[config.mk]
export PLATFORM = sky130hd
export DESIGN_NAME = vr_rr_arbiter_flat
export DESIGN_NICKNAME = d
export VERILOG_FILES = /design/src/rtl/vr_rr_arbiter_if.sv /design/src/rtl/vr_rr_arbiter.sv /design/src/flat_wrapper.sv
export SDC_FILE = /design/constraint.sdc
export NUM_CORES = 1
export LEC_CHECK = 0
export ABC_CLOCK_PERIOD_IN_PS = 3000
export CORE_ASPECT_RATIO = 0.6
export CORE_MARGIN = 4
export CORE_UTILIZATION = 25
export CTS_CLUSTER_DIAMETER = 60
export CTS_CLUSTER_SIZE = 12
export DETAILED_ROUTE_END_ITERATION = 12
export GPL_TIMING_DRIVEN = 0
export PLACE_DENSITY = 0.67
export SETUP_SLACK_MARGIN = 0.1
export SLEW_MARGIN = 20
export SYNTH_ARGS = -nofsm -noshare
export SYNTH_HDL_FRONTEND = slang
export SYNTH_SLANG_ARGS = --single-unit
[constraint.sdc]
create_clock -name clk -period 3 [get_ports clk]
set_clock_uncertainty 0.2 [all_clocks]
set_input_delay 0.9 -clock clk [delete_from_list [all_inputs] [get_ports clk]]
set_output_delay 0.9 -clock clk [all_outputs]
set_load 0.1 [all_outputs]
[src/rtl/vr_rr_arbiter_if.sv]
// valid_ready: single-direction valid/ready handshake bus.
//   valid : producer has a beat on data this cycle
//   ready : consumer can take a beat this cycle
//   data  : beat payload, DATA_WIDTH bits
// A beat transfers on a rising clock edge where valid && ready.
interface valid_ready #(
  parameter int DATA_WIDTH = 8
);
  logic                  valid;
  logic                  ready;
  logic [DATA_WIDTH-1:0] data;

  modport Master (output valid, output data, input ready);
  modport Slave  (input valid, input data, output ready);
endinterface

[src/rtl/vr_rr_arbiter.sv]
// vr_rr_arbiter: round-robin arbiter sharing one valid/ready sink between
// NUM_REQ valid/ready sources. One requester is granted at a time for at most
// BURST_LEN beats. Its beats pass through a single registered output stage.
//
// Ports:
//   clk         clock, all logic on posedge
//   reset       synchronous, active-high
//   in_valid    per-requester valid
//   in_ready    per-requester ready (at most one bit high, only for the grantee)
//   in_data     requester i at bits [i*DATA_WIDTH +: DATA_WIDTH]
//   vrBus       downstream sink (valid/data driven from registers, ready in)
//   grant_valid high while a requester holds the grant
//   grant_id    index of the current or most recent grantee
module vr_rr_arbiter #(
  parameter int NUM_REQ    = 4,
  parameter int DATA_WIDTH = 8,
  parameter int BURST_LEN  = 4,
  parameter int IDW        = ($clog2(NUM_REQ) > 1) ? $clog2(NUM_REQ) : 1
) (
  input  logic                          clk,
  input  logic                          reset,
  input  logic [NUM_REQ-1:0]            in_valid,
  output logic [NUM_REQ-1:0]            in_ready,
  input  logic [NUM_REQ*DATA_WIDTH-1:0] in_data,
  valid_ready.Master                    vrBus,
  output logic                          grant_valid,
  output logic [IDW-1:0]                grant_id
);

  localparam int CW = $clog2(BURST_LEN + 1);
  localparam logic [CW-1:0] LAST_BEAT = CW'(BURST_LEN - 1);

  localparam logic [0:0] IDLE  = 1'b0;
  localparam logic [0:0] GRANT = 1'b1;

  logic [0:0]            state;
  logic [IDW-1:0]        ptr;
  logic [CW-1:0]         beat_cnt;
  logic                  out_full;
  logic [DATA_WIDTH-1:0] out_data;

  logic                  cur_valid;
  logic                  slot_free;
  logic                  accept;
  logic                  last_beat;
  logic                  release_grant;
  logic [IDW-1:0]        next_ptr;

  logic                  found;
  logic [IDW-1:0]        winner;
  int unsigned           scan_idx;

  // Handshake with the current grantee. The output slot can take a new beat
  // when it is empty or is being drained this same cycle.
  always_comb begin
    cur_valid     = in_valid[grant_id];
    slot_free     = !out_full || vrBus.ready;
    accept        = (state == GRANT) && cur_valid && slot_free;
    last_beat     = accept && (beat_cnt == LAST_BEAT);
    release_grant = (state == GRANT) && (!cur_valid || last_beat);
  end

  // Explicit wrap keeps ptr off unused codes when NUM_REQ is not a power of two.
  always_comb begin
    if (grant_id == IDW'(NUM_REQ - 1)) begin
      next_ptr = '0;
    end else begin
      next_ptr = grant_id + 1'b1;
    end
  end

  // Search starts at ptr and wraps modulo NUM_REQ; the first valid requester wins.
  always_comb begin
    found    = 1'b0;
    winner   = '0;
    scan_idx = 0;
    for (int unsigned k = 0; k < NUM_REQ; k++) begin
      scan_idx = 32'(ptr) + k;
      if (scan_idx >= NUM_REQ) begin
        scan_idx = scan_idx - NUM_REQ;
      end
      if (!found && in_valid[scan_idx]) begin
        found  = 1'b1;
        winner = IDW'(scan_idx);
      end
    end
  end

  always_comb begin
    in_ready = '0;
    if (state == GRANT) begin
      in_ready[grant_id] = slot_free;
    end
  end

  assign grant_valid = (state == GRANT);
  assign vrBus.valid = out_full;
  assign vrBus.data  = out_data;

  // Grant control.
  always_ff @(posedge clk) begin
    if (reset) begin
      state    <= IDLE;
      ptr      <= '0;
      grant_id <= '0;
      beat_cnt <= '0;
    end else begin
      case (state)
        IDLE: begin
          if (found) begin
            grant_id <= winner;
            beat_cnt <= '0;
            state    <= GRANT;
          end
        end
        GRANT: begin
          if (accept) begin
            beat_cnt <= beat_cnt + 1'b1;
          end
          // The releasing requester becomes lowest priority next time.
          if (release_grant) begin
            state <= IDLE;
            ptr   <= next_ptr;
          end
        end
        default: state <= IDLE;
      endcase
    end
  end

  // Output stage. A load in the same cycle as a drain keeps out_full set, so a
  // burst streams at one beat per cycle; a final beat left here after release
  // drains independently of the grant logic.
  always_ff @(posedge clk) begin
    if (reset) begin
      out_full <= 1'b0;
      out_data <= '0;
    end else if (accept) begin
      out_full <= 1'b1;
      out_data <= in_data[grant_id*DATA_WIDTH +: DATA_WIDTH];
    end else if (vrBus.ready) begin
      out_full <= 1'b0;
    end
  end

endmodule

[src/flat_wrapper.sv]
// flat-port wrapper written by rule: the top's interface ports become plain ports
module vr_rr_arbiter_flat 
#(
  parameter int NUM_REQ    = 4,
  parameter int DATA_WIDTH = 8,
  parameter int BURST_LEN  = 4,
  parameter int IDW        = ($clog2(NUM_REQ) > 1) ? $clog2(NUM_REQ) : 1
)
  (clk, reset, in_valid, in_ready, in_data, grant_valid, grant_id, vrBus_valid, vrBus_data, vrBus_ready);
  valid_ready #(.DATA_WIDTH(DATA_WIDTH)) vrBus_i ();
  input  logic clk;
  input  logic reset;
  input  logic [NUM_REQ-1:0] in_valid;
  output logic [NUM_REQ-1:0] in_ready;
  input  logic [NUM_REQ*DATA_WIDTH-1:0] in_data;
  output logic grant_valid;
  output logic [IDW-1:0] grant_id;
  output wire logic [$bits(vrBus_i.valid)-1:0] vrBus_valid;
  output wire logic [$bits(vrBus_i.data)-1:0] vrBus_data;
  input wire logic [$bits(vrBus_i.ready)-1:0] vrBus_ready;
  assign vrBus_valid = vrBus_i.valid;
  assign vrBus_data = vrBus_i.data;
  assign vrBus_i.ready = vrBus_ready;
  vr_rr_arbiter #(.NUM_REQ(NUM_REQ), .DATA_WIDTH(DATA_WIDTH), .BURST_LEN(BURST_LEN), .IDW(IDW)) u_core (.clk(clk), .reset(reset), .in_valid(in_valid), .in_ready(in_ready), .in_data(in_data), .vrBus(vrBus_i), .grant_valid(grant_valid), .grant_id(grant_id));
endmodule
==> results of run 1 <==
-- registers in the layout (all words and copies together), names as in the netlist --
| name | count |
|---|---|
| u_core.vrBus.data | 8 |
| u_core.beat_cnt | 3 |
| u_core.grant_id | 2 |
| u_core.ptr | 2 |
| u_core.grant_valid | 1 |
| u_core.vrBus.valid | 1 |
-- metrics by stage --
step / hold WS (ns) / cell area [µm²] / setup TNS [ns] / setup WS, ns
5_1_grt: 0.277 / 1800 / 0 / 0.100
3_5_place_dp: 0.253 / 1670 / -4.79 / -1.20
2_1_floorplan: 0.248 / 1060 / 0 / 0.138
4_1_cts: 0.264 / 1790 / 0 / 0.103
6_report: 0.257 / 1800 / 0 / 0.138
3_3_place_gp: 0.243 / 1670 / -4.78 / -1.20
-- worst paths after layout --
kind | from | slack, ns | end | cells past startpoint
worst min-delay path | u_core.vrBus.data[2]$_SDFFE_PP0P_ | 0.26 | u_core.vrBus.data[2]$_SDFFE_PP0P_ | 2
worst max register to register | u_core.grant_id[0]$_SDFFE_PP0P_ | 1.13 | u_core.vrBus.data[4]$_SDFFE_PP0P_ | 5
worst min register to register | u_core.vrBus.data[2]$_SDFFE_PP0P_ | 0.26 | u_core.vrBus.data[2]$_SDFFE_PP0P_ | 2
worst max-delay path | vrBus_ready | 0.14 | in_ready[3] | 5
-- layout make-up --
cell class | instances | share of cell area
buffer | 7 | 0.0299
clock buffer | 4 | 0.0251
inverter | 7 | 0.0146
multi-input combinational | 82 | 0.372
sequential | 17 | 0.192
tap | 57 | 0.0397
timing repair buffer | 55 | 0.327
-- power by group --
part           internal, mW  switching [mW]
Sequential            0.241          0.0144
Combinational         0.128           0.175
Clock                0.0942          0.0740
-- placed cells by master (no fill, tap or decap), drive strengths merged --
cell,count
clkbuf,8
buf,8
a22o,2
and3,5
nor2,3
inv,7
nand2b,6
o22ai,1
mux4,9
dlymetal6s2s,1
clkdlybuf4s50,47
a31o,2
nand3,4
or4,1
ha,6
nand2,21
nor3b,1
dfxtp,17
dlygate4sd2,2
a21oi,20
a2111o,1
-- per-layer routing --
metal	global-route usage	share of wire	vias up
met2	0.209	0.48	42
met1	0.147	0.43	511
met4	0.0300	0.0089	0
met5	0	0	-
li1	-	-	520
met3	0.0506	0.087	4
-- timing repair --
action / in CTS / in global routing
setup endpoints to repair: 5 / 3
hold endpoints to repair: 0 / 0
pin swaps: 2 / 0
hold buffers: 0 / 0
resized for setup: 46 / 3
cloned: 0 / 0
buffers inserted: 1 / 0
-- worst max-delay path, delay by kind of cell --
family | cells | cell delay, ns
buffers and inverters | 3 | 0.54
and+or+nand+nor | 2 | 0.31
-- logic make-up after synthesis --
| kind of cell | Yosys count | share of synthesized area |
|---|---|---|
| adders and majority gates | 6 | 0.0715 |
| buffers and inverters | 14 | 0.0655 |
| and+or+nand+nor | 41 | 0.192 |
| AOI/OAI and AO/OA | 26 | 0.154 |
| DFF | 17 | 0.324 |
| muxes | 9 | 0.193 |
==> run summary, run 1 <==
dominant cell type by area after synthesis = dfxtp_1
GRT overflow = 0
fillcell total = 372
VDD IR max = 0.170 mV
Total Wirelength = 3150 µm
worst-skew pair later-pin latency = 0.25 ns
final setup vio count = 0
DR DRC count = 0
layout cells sized above 1 = 0.198
synthesized cell area = 0.00105 mm²
post-route minimum period = 2.86 ns
Yosys Warn Count = 0
fin cells = 229
Hold/Removal Path Class = flip-flop to flip-flop
hold violation count in the final report = 0
vias in the first global route = 1,153
critical path capture point type = output pin
synthesized net count = 158
final core occ = 0.467
top cells by area, synth = dfxtp_1 32%, mux4_2 19%, a21oi_1 9.5%
Seq/Total Area, Yosys = 0.324
antenna violations before repair = 0
CTS Buf Count = 3
Site Rows = 17
1st-iter DRT viols = 127
FMAX = 349 MHz
overall power = 727 µW
startpoint types = primary input
Worst slew margin = 0.342
Pins Over Slew Limit = 0
detailed placement HPWL = 2540 µm
pwr dens = 405 mW/mm²
slowest CP cell = dlygate4sd2_1
Reg area = 344 µm²
Distinct cells, synth = 22
CTS tree = yes
largest net degree at the start of global routing = 11
DR vias = 1,077
H-tree levels = 1
drt wl/cell = 13.8 µm
critical path class = primary input to output pin
All-Layer GR Usage = 0.123
CP peak stage delay = 0.24 ns
Post-synth EDFFs = 0
CTS sink cnt = 17
Critical Path AT = 1.76 ns
placed insts = 224
clock buffer depth = 2
Die Y = 58.2 µm
initial core utilization = 0.273
global-route wire length before repair = 5290 µm
run status = completed
Synth Flop Type = dfxtp_1
RSZ-0062 raised after global routing = false
Synth Register Bits = 17
LEAKAGE = 0.679 nW
Post-Synthesis Cells = 113
top cell type's share of synthesized area = 0.324
max cap viols = 0
multi-input logic area = 668 µm²
Final ANT Viol Nets = 0
Ports = 55
most frequent cells after synthesis = 21 x nand2_1, 20 x a21oi_1, 17 x dfxtp_1
final period utilization = 0.954
via/cell ratio = 4.70
CP cell instances = dlygate4sd2_1 -> nand2b_4 -> clkbuf_8 -> and3_4 -> buf_12
Die Area = 0.00533 mm²
# nets final = 218
async set-reset flop share out of synthesis = 0
core footprint = 0.00385 mm²
CTS root buffer = clkbuf_8
count leader, synth = nand2_1
port buffer count = 54
Die W = 91.7 µm
crit path max fanout = 5
drt pass-1 iters = 4
average size of a mapped cell = 9.29 µm²
Layout area overhead = 71.2%
Slew @ Worst Pin = 0.983 ns
Clk pin slew, worst setup/hold paths = 0.06 ns
critical path required time = 1.90 ns
# diodes = 0
gpl congestion = 0.728
Power figures use the tool's default switching activity.
==> run 2, diff against run 1 <==
--- a/config.mk
+++ b/config.mk
@@ -12,7 +12,7 @@
 export CTS_CLUSTER_DIAMETER = 60
 export CTS_CLUSTER_SIZE = 12
 export DETAILED_ROUTE_END_ITERATION = 12
-export GPL_TIMING_DRIVEN = 0
+export GPL_TIMING_DRIVEN = 1
 export PLACE_DENSITY = 0.67
 export SETUP_SLACK_MARGIN = 0.1
 export SLEW_MARGIN = 20
==> run summary, run 2 (synthesis results as in run 1) <==
setup_tns = 0 ns (unchanged)
run status = completed
drt wl/cell = 13.5 µm (-2.2%)
Pins Over Slew Limit = 0 (unchanged)
CTS sink cnt = 17 (unchanged)
max cap viols = 0 (unchanged)
Worst Setup Slack, final = 0.256 ns (+0.118 ns)
routed wl met3 = 276 µm (+1.1%)
LEAKAGE = 0.661 nW (-2.6%)
post-cts gate resize count = 6 (-87%)
hold path cells = 2 (unchanged)
critical path capture point type = output pin
worst-skew pair later-pin latency = 0.25 ns (about the same)
FMAX = 364 MHz (+4.3%)
fillcell total = 376 (+1.1%)
initial core utilization = 0.273 (unchanged)
hold_buf cts = 0 (unchanged)
R2R cell count = 5 (unchanged)
largest net degree at the start of global routing = 15 (+4)
pwr dens = 414 mW/mm² (+2.4%)
1st-iter DRT viols = 46 (-64%)
crit path max fanout = 5 (unchanged)
Die Y = 58.2 µm (unchanged)
CTS tree = yes
overall power = 716 µW (-1.5%)
CP cell instances = dlygate4sd2_1 -> nand2b_4 -> and3_4 -> buf_12
max reg flops = 8 (unchanged)
Die Area = 0.00533 mm² (unchanged)
fin cells = 224 (-2.2%)
DR vias = 1,044 (-3.1%)
wl on met1 = 1210 µm (-9.9%)
Layout area overhead = 64.6%
vias in the first global route = 1,067 (-7.5%)
layout cells sized above 1 = 0.263 (+0.0658)
# nets final = 213 (-2.3%)
H-tree levels = 1 (unchanged)
critical path class = primary input to output pin
post-route minimum period = 2.74 ns (-0.118 ns)
port buffer count = 54 (unchanged)
CTS root buffer = clkbuf_8
Hold/Removal Path Class = flip-flop to flip-flop
Ports = 55 (unchanged)
Slew @ Worst Pin = 0.404 ns (-0.579 ns)
placed insts = 220 (-1.8%)
post-route cell area = 0.00173 mm² (-3.8%)
GRT overflow = 0 (unchanged)
global-route wire length before repair = 4810 µm (-9.1%)
clock buffer depth = 2 (unchanged)
hold violation count in the final report = 0 (unchanged)
commonest cells after routing, fill and taps aside = 37 x clkdlybuf4s50_1, 21 x nand2_1, 20 x a21oi_1, 15 x buf_4, 14 x dfxtp_1
Die W = 91.7 µm (unchanged)
Clk pin slew, worst setup/hold paths = 0.07 ns (about the same)
placed instance area = 0.00166 mm² (-0.60%)
antenna violations before repair = 0 (unchanged)
Total Wirelength = 3020 µm (-4.3%)
Critical Path AT = 1.64 ns (-0.12 ns)
CP peak stage delay = 0.23 ns (about the same)
Site Rows = 17 (unchanged)
via/cell ratio = 4.66 (-0.90%)
All-Layer GR Usage = 0.115 (-0.00865)
post-CTS setup buffers = 0 (-1)
critical path required time = 1.90 ns (about the same)
core footprint = 0.00385 mm² (unchanged)
gpl congestion = 0.673 (-7.6%)
detailed placement HPWL = 2460 µm (-2.9%)
post-place setup slack = -0.0649 ns (+1.13 ns)
slowest CP cell = dlygate4sd2_1
# diodes = 0 (unchanged)
Worst slew margin = 0.731 (+0.388)
drt pass-1 iters = 4 (unchanged)
final setup vio count = 0 (unchanged)
commonest non-fill, non-tap cell in the layout = clkdlybuf4s50_1
highest routed metal layer = met4
VDD IR max = 0.147 mV (-13%)
startpoint types = primary input
routed wl met2 = 1430 µm (-4.5%)
DR DRC count = 0 (unchanged)
CTS Buf Count = 3 (unchanged)
final period utilization = 0.915 (-0.0394)
RSZ-0062 raised after global routing = false
Final ANT Viol Nets = 0 (unchanged)
-- run 2: changes by cell type in the layout (fill, tap and decap cells not counted), sizes merged --
cell           delta
clkinv            +1
dlymetal6s2s      -1
clkbuf            -5
dlygate4sd2       -1
clkdlybuf4s50    -10
buf              +11
-- run 2: final cells by class --
class / instances / area, µm² / area share
inverter: 7 / 26.3 / 0.0152
tap: 57 / 71.3 / 0.0413
multi-input combinational: 82 / 668 / 0.387
sequential: 17 / 344 / 0.199
clock inverter: 1 / 5.00 / 0.00290
timing repair buffer: 57 / 572 / 0.331
clock buffer: 3 / 41.3 / 0.0239
-- run 2: worst paths after layout --
check | startpoint | end | slack (ns)
worst max-delay path | vrBus_ready | in_ready[3] | 0.26
worst min-delay path | u_core.vrBus.data[5]$_SDFFE_PP0P_ | u_core.vrBus.data[5]$_SDFFE_PP0P_ | 0.26
worst max register to register | u_core.grant_id[0]$_SDFFE_PP0P_ | u_core.beat_cnt[0]$_SDFFE_PP0P_ | 0.92
worst min register to register | u_core.vrBus.data[5]$_SDFFE_PP0P_ | u_core.vrBus.data[5]$_SDFFE_PP0P_ | 0.26
-- run 2: worst max-delay path, delay by kind of cell --
| kind | cells | cell delay, ns |
|---|---|---|
| and+or+nand+nor | 2 | 0.35 |
| buffers and inverters | 2 | 0.39 |
-- run 2: layer usage --
layer	global-route usage	vias to the layer above
met3	0.0519	8
met2	0.196	41
met5	0	-
met1	0.125	481
met4	0.0472	0
li1	-	514
-- run 2: power by group --
part	internal [mW]	switching, mW	leakage, nW
logic	0.119	0.167	0.496
clock network	0.0922	0.0774	0.0255
registers	0.241	0.0190	0.140
total	0.452	0.264	0.661
-- run 2: metrics by stage --
stage          hold slack (ns)  utilization
2_1_floorplan            0.248            -
3_3_place_gp             0.245        0.431
3_5_place_dp             0.252        0.431
4_1_cts                  0.263        0.449
5_1_grt                  0.276        0.449
6_report                 0.259        0.449
==> run 3, diff against run 2 <==
--- a/config.mk
+++ b/config.mk
@@ -6,6 +6,8 @@
 export NUM_CORES = 1
 export LEC_CHECK = 0
 export ABC_CLOCK_PERIOD_IN_PS = 3000
+export CELL_PAD_IN_SITES_DETAIL_PLACEMENT = 0
+export CELL_PAD_IN_SITES_GLOBAL_PLACEMENT = 1
 export CORE_ASPECT_RATIO = 0.6
 export CORE_MARGIN = 4
 export CORE_UTILIZATION = 25
@@ -13,7 +15,7 @@
 export CTS_CLUSTER_SIZE = 12
 export DETAILED_ROUTE_END_ITERATION = 12
 export GPL_TIMING_DRIVEN = 1
-export PLACE_DENSITY = 0.67
+export PLACE_DENSITY = 0.84
 export SETUP_SLACK_MARGIN = 0.1
 export SLEW_MARGIN = 20
 export SYNTH_ARGS = -nofsm -noshare
==> constraint.sdc (replaced) <==
create_clock -name clk -period 3 [get_ports clk]
set_clock_uncertainty 0.2 [all_clocks]
set_input_delay 0.9 -clock clk [delete_from_list [all_inputs] [get_ports clk]]
set_output_delay 0.9 -clock clk [all_outputs]
set_load 0.005 [all_outputs]
==> run summary, run 3 (synthesis results as in run 1) <==
CTS Buf Count = 3 (unchanged)
via/cell ratio = 4.62 (-0.79%)
detailed placement HPWL = 2690 µm (+9.4%)
1st-iter DRT viols = 86 (+87%)
initial core utilization = 0.273 (unchanged)
hold path startpoint = u_core.vrBus.data[5]$_SDFFE_PP0P_
critical path class = primary input to output pin
placed insts = 221 (+0.45%)
CTS root buffer = clkbuf_8
family with the most delay on the worst path = buffers and inverters
global-route wire length before repair = 5090 µm (+5.7%)
port buffer count = 54 (unchanged)
worst-skew pair later-pin latency = 0.25 ns (about the same)
placed instance area = 0.00165 mm² (-0.68%)
# diodes = 0 (unchanged)
worst path bufs/invs = 2 (unchanged)
LEAKAGE = 0.638 nW (-3.6%)
Final ANT Viol Nets = 0 (unchanged)
post-route minimum period = 2.90 ns (+0.153 ns)
# nets final = 215 (+0.94%)
Critical Path AT = 1.80 ns (+0.16 ns)
crit path max fanout = 5 (unchanged)
DR DRC count = 0 (unchanged)
Worst slew margin = 0.660 (-0.0711)
Pins Over Slew Limit = 0 (unchanged)
setup_tns = 0 ns (unchanged)
critical path required time = 1.90 ns (about the same)
core footprint = 0.00385 mm² (unchanged)
Total Wirelength = 3230 µm (+7.1%)
CP peak stage delay = 0.45 ns (+0.22 ns)
gpl congestion = 0.841 (+25%)
Critical path origin = vrBus_ready
hold_buf cts = 0 (unchanged)
Reg2Reg Launch Point = u_core.grant_id[0]$_SDFFE_PP0P_
Site Rows = 17 (unchanged)
final period utilization = 0.966 (+0.0511)
DR vias = 1,045 (+0.096%)
critical path capture point type = output pin
VDD IR max = 0.152 mV (+3.3%)
Layout area overhead = 63.6%
drt pass-1 iters = 4 (unchanged)
startpoint types = primary input
Die W = 91.7 µm (unchanged)
run status = completed
CTS tree = yes
max cap viols = 0 (unchanged)
Ports = 55 (unchanged)
FMAX = 345 MHz (-5.3%)
fillcell total = 359 (-4.5%)
clock buffer depth = 2 (unchanged)
All-Layer GR Usage = 0.119 (+0.00404)
fin cells = 226 (+0.89%)
pwr dens = 356 mW/mm² (-14%)
slowest CP cell = clkdlybuf4s50_1
CTS sink cnt = 17 (unchanged)
final core occ = 0.446 (-0.00260)
commonest cells after routing, fill and taps aside = 50 x clkdlybuf4s50_1, 21 x nand2_1, 20 x a21oi_1, 17 x dfxtp_1, 9 x mux4_2
CP cell instances = clkdlybuf4s50_1 -> nand2b_4 -> and3_1 -> buf_2
Clk pin slew, worst setup/hold paths = 0.06 ns (about the same)
Hold/Removal Path Class = flip-flop to flip-flop
commonest non-fill, non-tap cell in the layout = clkdlybuf4s50_1
layout cells sized above 1 = 0.178 (-0.0860)
vias in the first global route = 1,103 (+3.4%)
Die Y = 58.2 µm (unchanged)
GRT overflow = 0 (unchanged)
Die Area = 0.00533 mm² (unchanged)
drt wl/cell = 14.3 µm (+6.2%)
Slew @ Worst Pin = 0.510 ns (+0.106 ns)
final setup vio count = 0 (unchanged)
overall power = 611 µW (-15%)
RSZ-0062 raised after global routing = true
largest net degree at the start of global routing = 14 (-1)
post-route cell area = 0.00172 mm² (-0.58%)
antenna violations before repair = 0 (unchanged)
hold violation count in the final report = 0 (unchanged)
max reg flops = 8 (unchanged)
H-tree levels = 1 (unchanged)
-- run 3: changes by cell type in the layout (fill, tap and decap cells not counted), sizes merged --
cell / previous run / this run
clkdlybuf4s50: 37 / 50
buf: 19 / 9
dlygate4sd2: 1 / 0
-- run 3: per-layer routing --
| layer | GRT usage | vias up | part of all wire |
|---|---|---|---|
| met2 | 0.217 | 23 | 0.52 |
| met4 | 0.0386 | 0 | 0.0031 |
| li1 | - | 514 | - |
| met3 | 0.0233 | 2 | 0.041 |
| met5 | 0 | - | 0 |
| met1 | 0.142 | 506 | 0.43 |
-- run 3: final timing paths --
check                                 endpoint  slack [ns]  depth (start not counted)
max                                in_ready[3]        0.10                          4
min          u_core.vrBus.data[5]$_SDFFE_PP0P_        0.26                          2
max reg2reg    u_core.beat_cnt[2]$_SDFFE_PP0P_        0.75                          5
min reg2reg  u_core.vrBus.data[5]$_SDFFE_PP0P_        0.26                          2
-- run 3: metrics by stage --
step	setup WS, ns	hold slack [ns]
3_3_place_gp	-0.310	0.248
4_1_cts	0.109	0.263
6_report	0.103	0.261
2_1_floorplan	0.509	0.247
5_1_grt	0.0898	0.276
3_5_place_dp	-0.376	0.255
-- run 3: final cells by class --
class,instances,area (µm²),area share
well taps,57,71.3,0.0415
multi-input cells,82,663,0.386
repair buffers,59,571,0.332
inverters,7,26.3,0.0153
clock inverters,1,5.00,0.00291
flip-flops and latches,17,340,0.198
clock buffers,3,41.3,0.0240
-- run 3: where the power goes --
group	total, mW	switching (mW)	internal [mW]	leakage, nW
Clock	0.168	0.0762	0.0921	0.0255
Sequential	0.260	0.0189	0.241	0.139
Combinational	0.183	0.0658	0.118	0.474
-- run 3: what timing repair did --
item,4_1_cts,5_1_grt
endpoints found under the setup margin,4,3
setup buffers,0,1
pin swaps,0,0
resized for setup,20,3
endpoints found under the hold margin,0,0
-- run 3: worst reg2reg max path, cell delays in order, from the launching register on --
cell,delay (ns)
dfxtp_1,0.54
buf_4,0.27
mux4_2,0.59
and3_1,0.35
nand2b_1,0.13
a21oi_1,0.07
